===== config.mk =====
export PLATFORM = sky130hd
export DESIGN_NAME = cc_channel_sched
export DESIGN_NICKNAME = d
export VERILOG_FILES = /design/src/rtl/cc_sched_pkg.sv /design/src/rtl/cc_rr_pick.sv /design/src/rtl/cc_channel_sched.sv
export SDC_FILE = /design/constraint.sdc
export NUM_CORES = 1
export LEC_CHECK = 0
export ABC_AREA = 1
export CORE_UTILIZATION = 38
export DETAILED_ROUTE_END_ITERATION = 12
export GPL_ROUTABILITY_DRIVEN = 1
export PLACE_DENSITY_LB_ADDON = 0.15
export SLEW_MARGIN = 15
export SYNTH_ARGS = -nofsm -noshare
export SYNTH_HDL_FRONTEND = slang
export SYNTH_SLANG_ARGS = --single-unit

===== constraint.sdc =====
create_clock -name clock -period 4.8 [get_ports clock]
set_input_delay 0.72 -clock clock [delete_from_list [all_inputs] [get_ports clock]]
set_output_delay 0.72 -clock clock [all_outputs]
set_load 0.1 [all_outputs]

===== src/rtl/cc_sched_pkg.sv =====
// Shared types and defaults for the cc channel grant scheduler.
// Owner index is fixed at 3 bits so up to 8 requesters fit.
package cc_sched_pkg;

  localparam int N_REQ_DEF    = 5;
  localparam int HOLD_MAX_DEF = 4;
  localparam int OWNER_W      = 3;

  typedef enum logic [1:0] {
    ST_IDLE = 2'd0,
    ST_OWN  = 2'd1,
    ST_GAP  = 2'd2
  } state_e;

endpackage


===== src/rtl/cc_rr_pick.sv =====
// Combinational round-robin search: first set req at or after ptr, wrapping.
// Latency: 0 cycles; no backpressure (pure function of req/ptr).
module cc_rr_pick
  import cc_sched_pkg::*;
#(
  parameter int N_REQ = N_REQ_DEF
) (
  input  logic [N_REQ-1:0]   req,
  input  logic [OWNER_W-1:0] ptr,
  output logic               vld,
  output logic [OWNER_W-1:0] idx
);

  always_comb begin
    logic [OWNER_W-1:0] cand;
    vld  = 1'b0;
    idx  = '0;
    cand = '0;
    // Scan from the farthest offset down so the closest match to ptr wins.
    for (int i = N_REQ - 1; i >= 0; i--) begin
      cand = OWNER_W'((int'(ptr) + i) % N_REQ);
      if (req[cand]) begin
        vld = 1'b1;
        idx = cand;
      end
    end
  end

endmodule


===== src/rtl/cc_channel_sched.sv =====
// Round-robin one-hot grant for the pm-gated cc channels, hold-limited tenures, one dead cycle between owners.
// Latency: req to grant 1 cycle, all outputs registered; no backpressure, requests are levels sampled in IDLE.
module cc_channel_sched
  import cc_sched_pkg::*;
#(
  parameter int N_REQ    = N_REQ_DEF,
  parameter int HOLD_MAX = HOLD_MAX_DEF
) (
  input  logic               clock,
  input  logic               reset,
  input  logic               en,
  input  logic [N_REQ-1:0]   req,
  input  logic               done,
  output logic [N_REQ-1:0]   grant,
  output logic [OWNER_W-1:0] owner,
  output logic               busy,
  output logic               timeout
);

  localparam int CNT_W = (HOLD_MAX > 1) ? $clog2(HOLD_MAX) : 1;
  localparam logic [CNT_W-1:0]   CNT_LAST = CNT_W'(HOLD_MAX - 1);
  localparam logic [OWNER_W-1:0] IDX_LAST = OWNER_W'(N_REQ - 1);

  state_e             state;
  logic [OWNER_W-1:0] ptr;
  logic [CNT_W-1:0]   cnt;
  logic               pick_vld;
  logic [OWNER_W-1:0] pick_idx;
  logic               expire;
  logic               owner_req;
  logic               own_exit;

  cc_rr_pick #(.N_REQ(N_REQ)) u_pick (
    .req (req),
    .ptr (ptr),
    .vld (pick_vld),
    .idx (pick_idx)
  );

  assign expire    = (cnt == CNT_LAST);
  assign owner_req = req[owner];
  assign own_exit  = done || !owner_req || !en || expire;

  always_ff @(posedge clock) begin
    if (reset) begin
      state   <= ST_IDLE;
      ptr     <= '0;
      cnt     <= '0;
      grant   <= '0;
      owner   <= '0;
      busy    <= 1'b0;
      timeout <= 1'b0;
    end else begin
      timeout <= 1'b0;
      case (state)
        ST_IDLE: begin
          if (en && pick_vld) begin
            state <= ST_OWN;
            owner <= pick_idx;
            grant <= N_REQ'(1) << pick_idx;
            ptr   <= (pick_idx == IDX_LAST) ? '0 : pick_idx + OWNER_W'(1);
            cnt   <= '0;
            busy  <= 1'b1;
          end
        end
        ST_OWN: begin
          if (own_exit) begin
            state   <= ST_GAP;
            grant   <= '0;
            // Only a pure expiry counts; a coinciding release or revoke is a normal exit.
            timeout <= expire && !done && en && owner_req;
          end else begin
            cnt <= cnt + CNT_W'(1);
          end
        end
        ST_GAP: begin
          state <= ST_IDLE;
          busy  <= 1'b0;
        end
        default: begin
          state <= ST_IDLE;
          grant <= '0;
          busy  <= 1'b0;
        end
      endcase
    end
  end

endmodule


; Yosys cells after proc, flatten, opt, wreduce, memory -nomap -nowiden
; Index checks and enable logic that the tools add are counted.
[classes]
add_sub_neg = 6
n_bitwise = 3
shifts = 1
n_reduce_logical = 18
magnitude_cmp = 6
muxes = 34
eq_ne = 7
div = 5
[ops]
columns = operator, count
row1 = $mod 32x4->32 const B, 4
row2 = $mod 4x4->32 const B, 1
row3 = $lt 3x4->1 const B, 6
row4 = $bmux 1 s3, 6
row5 = $mux 3, 6
row6 = $pmux 5 s3, 1
row7 = $mux 1, 12
row8 = $mux 5, 2
row9 = $add 3x2->4 const B, 2
row10 = $mux 2, 4
row11 = $pmux 2 s2, 2
row12 = $ne 2x2->1 const B, 3
row13 = $reduce_and 2->1, 3
row14 = $reduce_and 3->1, 2
row15 = $shl 1x3->5 const A, 1
row16 = $add 3x1->4 const B, 1
row17 = $add 3x3->4 const B, 1
row18 = $eq 2x2->1 const B, 2
row19 = $logic_and 1x1->1, 4
row20 = $add 3x1->3 const B, 1
row21 = $eq 3x3->1 const B, 1
row22 = $logic_not 1->1, 3
row23 = $logic_or 1x1->1, 3
row24 = $not 1->1, 3
row25 = 6 further kinds, 6
[totals]
output_inout_bits = 10
in_bits = 9
word_cells = 87
ff_bits = 17

; Longest topological paths before layout
[logic_depth]
ltp_word = 12
mapped_depth = 32
ltp_nobuf = 31

; Modules after synthesis
; From an unflattened synthesis, not the netlist that was laid out.
[unflattened]
cells_unflattened = 357
area_unflattened_um2 = 2262.2
[by_module_without_submodules]
columns = module, seq_area_each_um2, area_each_um2, n_inst, cells_per_inst
row1 = cc_rr_pick, 0.0, 1423.9, 1, 253
row2 = cc_channel_sched, 340.3, 838.3, 1, 104

; Least setup slack after synthesis
; Ideal clock, no wire load.
[synth_timing]
path_type = flip-flop to flip-flop
from = reg ptr[0]
to = reg ptr[2]
required_time_ns = 4.690
setup_ns = 0.110
period_less_slack_ns = 4.107
n_path_buf = 1
slack_ns = 0.693
stages_incl_launch_ff = 32
arrival_ns = 3.997
path_cell_list = dfxtp_1 buf_2 inv_2 ha_1 inv_1 ha_1 inv_1 nand3_2 nand2_2 xor2_1 ha_1 inv_1 or2_2 nand3_2 nand3_1 nand2_1 nand2_1 nand3_1 nand2_1 nand2_2 nand2_2 nand2_1 nand2_1 o21ai_0 nand3_1 nand2_1 inv_1 ha_1 ha_1 nand2_1 nand3_1 inv_1
[synth_via]
elab_chain_len = 11
word_cells_on_any_way = 34
classes_between = add/sub (5) / div (5) / eq/ne (1) / mux (21) / reduce/logical (2)
[synth_lines]
columns = item, line_no
row1 = "start, declared", cc_channel_sched.sv:25  ; logic [OWNER_W-1:0] ptr;
row2 = "start signal, assigned", cc_channel_sched.sv:61  ; ptr <= (pick_idx == IDX_LAST) ? '0 : pick_idx + OWNER_W'(1);
row3 = $add 3x3->4, cc_rr_pick.sv:21  ; cand = OWNER_W'((int'(ptr) + i) % N_REQ);
row4 = $mod 32x4->32, cc_rr_pick.sv:21
row5 = $bmux 1 s3, cc_rr_pick.sv:22  ; if (req[cand]) begin
row6 = $mux 1 (not written as such), cc_rr_pick.sv:22
row7 = $mux 3 (4 in series), cc_rr_pick.sv:22
row8 = $mux 3 (*), cc_rr_pick.sv:22
row9 = net pick_idx[1], cc_channel_sched.sv:28  ; logic [OWNER_W-1:0] pick_idx;
row10 = $add 3x1->3 / $eq 3x3->1 (equally long branches), cc_channel_sched.sv:61
row11 = $mux 3 (*), cc_channel_sched.sv:61
; The timed path passes the listed nets; every way through them passes the cells marked *. The select of a mux whose other input is x is not followed.
; A chain may end at the register's enable or synchronous reset.

; Worst setup path in the final report
[layout_timing]
from = reg ptr[1]
to = reg ptr[2]
; Same word-level chain as after synthesis.

==> results.md <==
Clock network:
- In this run the post-CTS setup repair buffer count came out at 0.
- At the later pin of the worst-skew pair, clock insertion delay measures roughly 0.25 ns.
- The number of buffers created by CTS is 3.
- The master cell of the clock root buffer is sky130_fd_sc_hd__clkbuf_8.
- The clock-pin transition on the worst setup and hold timing paths is 0.06 ns.
- TritonCTS built the clock tree.
- In this run the number of H-tree levels came out at 1.
- For this design, the sink count on the clock tree is 17.
- The clock passes through at most 2 buffers.

Critical path:
- The nature of the critical path endpoint is a flop.
- The critical path contains buffers and inverters numbering 7 combined.
- In this design, the critical path's most frequently occurring cell is sky130_fd_sc_hd__inv_1.
- The kind of cell with the highest combined delay along the critical path is simple AND/OR/NAND/NOR gates.
- The largest individual stage delay along the critical path comes from the cell sky130_fd_sc_hd__dfxtp_2.
- The launch instance of the worst register-to-register path is ptr[1]$_SDFFE_PP0P_.
- The required time at the worst-slack endpoint is approximately 5 ns.
- The worst register-to-register path ends at ptr[2]$_SDFFE_PP0P_.
- The critical path's largest stage delay is roughly 0.36 ns.
- The worst setup path is launched from a flop.
- The depth of the most critical reg-to-reg path is 28.
- The highest fanout seen on the critical path is 10.
- The start-to-end type of the worst setup path is flop to flop.
- Data arrives at the worst endpoint at around 4.4 ns.
- In this run the register-to-register setup slack is between 0.5 and 0.6 ns.

Die:
- The effective utilization at floorplan is 0.407.
- The number of top-level design ports is 19.
- The chip width is between 70 and 80 um.
- The floorplan has 26 rows.
- The floorplan core area is around 5300 um2.
- The die covers between 5000 and 6000 um2.
- From bottom edge to top edge, the die measures around 77 um.

Routing:
- Summed over all layers, the routed wires come to about 5 mm.
- The number of vias in the routed layout is between 2000 and 2500.
- The wire length per cell after detailed routing is about 11 um.
- The number of iterations in the first detailed-routing pass is 4.
- The post-detailed-route via-to-cell ratio is between 4 and 5.
- The detail route stage leaves a number of antenna-violating nets equal to 0.
- The iteration-0 DRC count of the detailed router is between 80 and 90.
- The detailed-route DRC error count is 0.

Global routing:
- The number of antenna violations at the first check in global routing is 0.
- The total grt overflow is 0.
- In the global route stage, met3 resource usage came out at 0.00714.
- The number of global-route vias before repair was approximately 2000.
- The most crowded layer after global routing is met2.
- In the global route stage, overall resource usage came out at 0.174.
- In the global route stage, met1 resource usage came out at 0.223.
- For this run, global-route usage on met2 was measured as 0.314.
- The pin count of the biggest net entering global routing is 18.
- The global-route wire length before repair is roughly 8.5 mm.

Layout:
- For this run, the share of the core covered by cells in the final layout is 0.463.
- Fill cells in the final layout number between 500 and 600.
- 0 antenna diodes ended up in the layout.
- The library cell used most frequently in the layout, excluding fill and tap cells, is sky130_fd_sc_hd__nand2_1.
- In the final design database the tool counted 408 nets.
- The number of standard cells in the final layout excluding fillers is around 440.
- Of the cells placed in the final design, the portion with a size suffix greater than 1 is 0.121.
- In the layout the commonest cells are sky130_fd_sc_hd__nand2_1, sky130_fd_sc_hd__nand3_1, sky130_fd_sc_hd__inv_1.
- The area growth from synthesis to final layout is 13.9%.

Timing:
- Counting I/O delays and the setup requirement, the final critical path takes roughly 4.2 ns.
- Of the available clock period, the critical path in the final layout requires 0.876.
- The worst-case setup margin in the final layout is roughly 0.6 ns.
- The worst pin sits at a relative slew slack of 0.350.
- The final max-slew violation count is 0.
- Setup repair after global routing left no endpoint under its margin.
- The final-report setup violation count is 0.
- The clock arrives with roughly 0.0034 ns of skew.
- Static timing analysis puts the maximum clock frequency at about 240 MHz.
- The number of failing hold endpoints at the final stage is 0.
- The slew of the pin with the lowest slew margin is just under 1 ns.
- The sum of negative setup slack is 0 ns.

Synthesis:
- The share of flip-flops with an asynchronous set or reset after synthesis is 0.
- The xor/xnor cell area share of the yosys netlist is 0.0286.
- Of the total synthesized cell area, the portion taken by AND, OR, NAND and NOR gates is 0.439.
- Of the total synthesized cell area, the portion taken by full adders, half adders and majority gates is 0.152.
- After synthesis, the largest family of logic cells by area is simple AND/OR/NAND/NOR gates.
- The number of synthesized flops with an enable pin is 0.
- The mean instance size in the synthesized netlist is slightly above 6 um2.
- Yosys printed 0 warnings.
- The number of nets in the synthesized netlist is 388.
- The post-synth design cell area is roughly 2100 um2.
- The total of flip-flops plus latches after synthesis is 17.
- The area fraction in compound gates after synthesis was 0.115.
- By area the synthesized netlist is led by sky130_fd_sc_hd__nand2_1, sky130_fd_sc_hd__dfxtp_1, sky130_fd_sc_hd__ha_1.
- For this run, the register share of the synthesized area comes to 0.159.
- The instance count of the mapped netlist is roughly 350.
- After synthesis, the share of cell area in mux cells is 0.
- The share of synthesized area in the top cell type comes to 0.175.
- In the synthesized netlist the dominant register cell turns out to be sky130_fd_sc_hd__dfxtp_1.
- The biggest area contributor in the post-synthesis netlist is sky130_fd_sc_hd__nand2_1.
- The count of cell types in the netlist is 31.

Hold path:
- The worst min-delay path endpoint is grant[0]$_SDFFE_PP0P_.
- The worst hold path class is flop to flop.
- The startpoint identified for the worst hold timing path is grant[0]$_SDFFE_PP0P_.
- Along the worst hold path, the cell count comes to 2.

Flow run:
- Across the run, the number of max-cap violations was 0.

Placement:
- The detailed-placement wirelength estimate is approximately 4 mm.
- At the end of routability-driven placement, the weighted congestion stood at ~0.85.
- During placement, the flow inserted port buffers numbering 18.
- Once placement completed, the tool counted placed cells totaling 438.
- The worst slack at placement is ~0.48 ns.

Status:
- The flow ran to the end, and the final reports show no timing, DRC or antenna violations.
cells by family (layout without fill, tap and decap cells):
logic type	Yosys count	after routing
AOI/OAI and AO/OA	45	45
xor gates and xnor gates	7	7
adders and majority gates	26	26
buffers and inverters	58	77
DFF	17	17
and+or+nand+nor	200	200
registers in the layout, indices dropped and copies added, names as in the netlist:
signal and flops:
grant 5, owner 3, ptr 3, cnt 2, state 2, busy 1, timeout 1
cells in the mapped netlist (2+ instances only):
| cell | number |
|---|---|
| sky130_fd_sc_hd__nand2_1 | 100 |
| sky130_fd_sc_hd__nand3_1 | 48 |
| sky130_fd_sc_hd__inv_1 | 41 |
| sky130_fd_sc_hd__ha_1 | 26 |
| sky130_fd_sc_hd__nor2_1 | 20 |
| sky130_fd_sc_hd__a21oi_1 | 18 |
| sky130_fd_sc_hd__o21ai_0 | 18 |
| sky130_fd_sc_hd__dfxtp_1 | 17 |
| sky130_fd_sc_hd__inv_2 | 12 |
| sky130_fd_sc_hd__nand2_2 | 12 |
| sky130_fd_sc_hd__nand3_2 | 6 |
| sky130_fd_sc_hd__xor2_1 | 6 |
| sky130_fd_sc_hd__nand4_1 | 4 |
| sky130_fd_sc_hd__nand3b_1 | 3 |
| sky130_fd_sc_hd__o21ai_1 | 3 |
| sky130_fd_sc_hd__a21oi_2 | 2 |
| sky130_fd_sc_hd__clkbuf_1 | 2 |
| sky130_fd_sc_hd__or2_2 | 2 |
metrics by stage:
stage / instance area [um2] / hold slack [ns]
finish: 2440 / 0.461
global route: 2440 / 0.481
CTS: 2440 / 0.467
detailed placement: 2390 / 0.455
global placement: 2390 / 0.452
floorplan: 2140 / 0.447
tightest hold or removal path, delay by kind of cell (launching register included):
kind / cells / cell delay (ns)
AND/OR/NAND/NOR: 1 / 0.06
AO/OA/AOI/OAI: 1 / 0.05
flip-flops: 1 / 0.31
worst max-delay path by stage:
| stage | start | to | cells past startpoint |
|---|---|---|---|
| after CTS | ptr[1]$_SDFFE_PP0P_ | ptr[2]$_SDFFE_PP0P_ | 30 |
| after global placement | ptr[1]$_SDFFE_PP0P_ | ptr[2]$_SDFFE_PP0P_ | 30 |
| after floorplan | ptr[0]$_SDFFE_PP0P_ | ptr[2]$_SDFFE_PP0P_ | 31 |
| after detailed placement | ptr[1]$_SDFFE_PP0P_ | ptr[2]$_SDFFE_PP0P_ | 30 |
| after global routing | ptr[1]$_SDFFE_PP0P_ | ptr[2]$_SDFFE_PP0P_ | 30 |
| final | ptr[1]$_SDFFE_PP0P_ | ptr[2]$_SDFFE_PP0P_ | 28 |
timing repair:
| action | CTS | global route |
|---|---|---|
| hold buffers | 0 | 0 |
| endpoints found under the setup margin | 0 | 2 |
| gates resized for setup | 0 | 1 |
layer usage:
layer,vias to the layer above,wire length (um)
met3,5,58
met5,-,0
met2,16,2360
met4,0,49
met1,924,2530
li1,1181,-
final cells by class:
class / instances / area (um2) / area share
repair buffers: 19 / 188 / 0.0769
inverters: 54 / 205 / 0.0841
multi-input cells: 278 / 1570 / 0.645
well taps: 70 / 87.6 / 0.0359
flip-flops and latches: 17 / 342 / 0.140
clock buffers: 4 / 45.0 / 0.0185
Power is not shown: default switching activity piles up to over one toggle a cycle in this logic, so the estimate is an artifact.
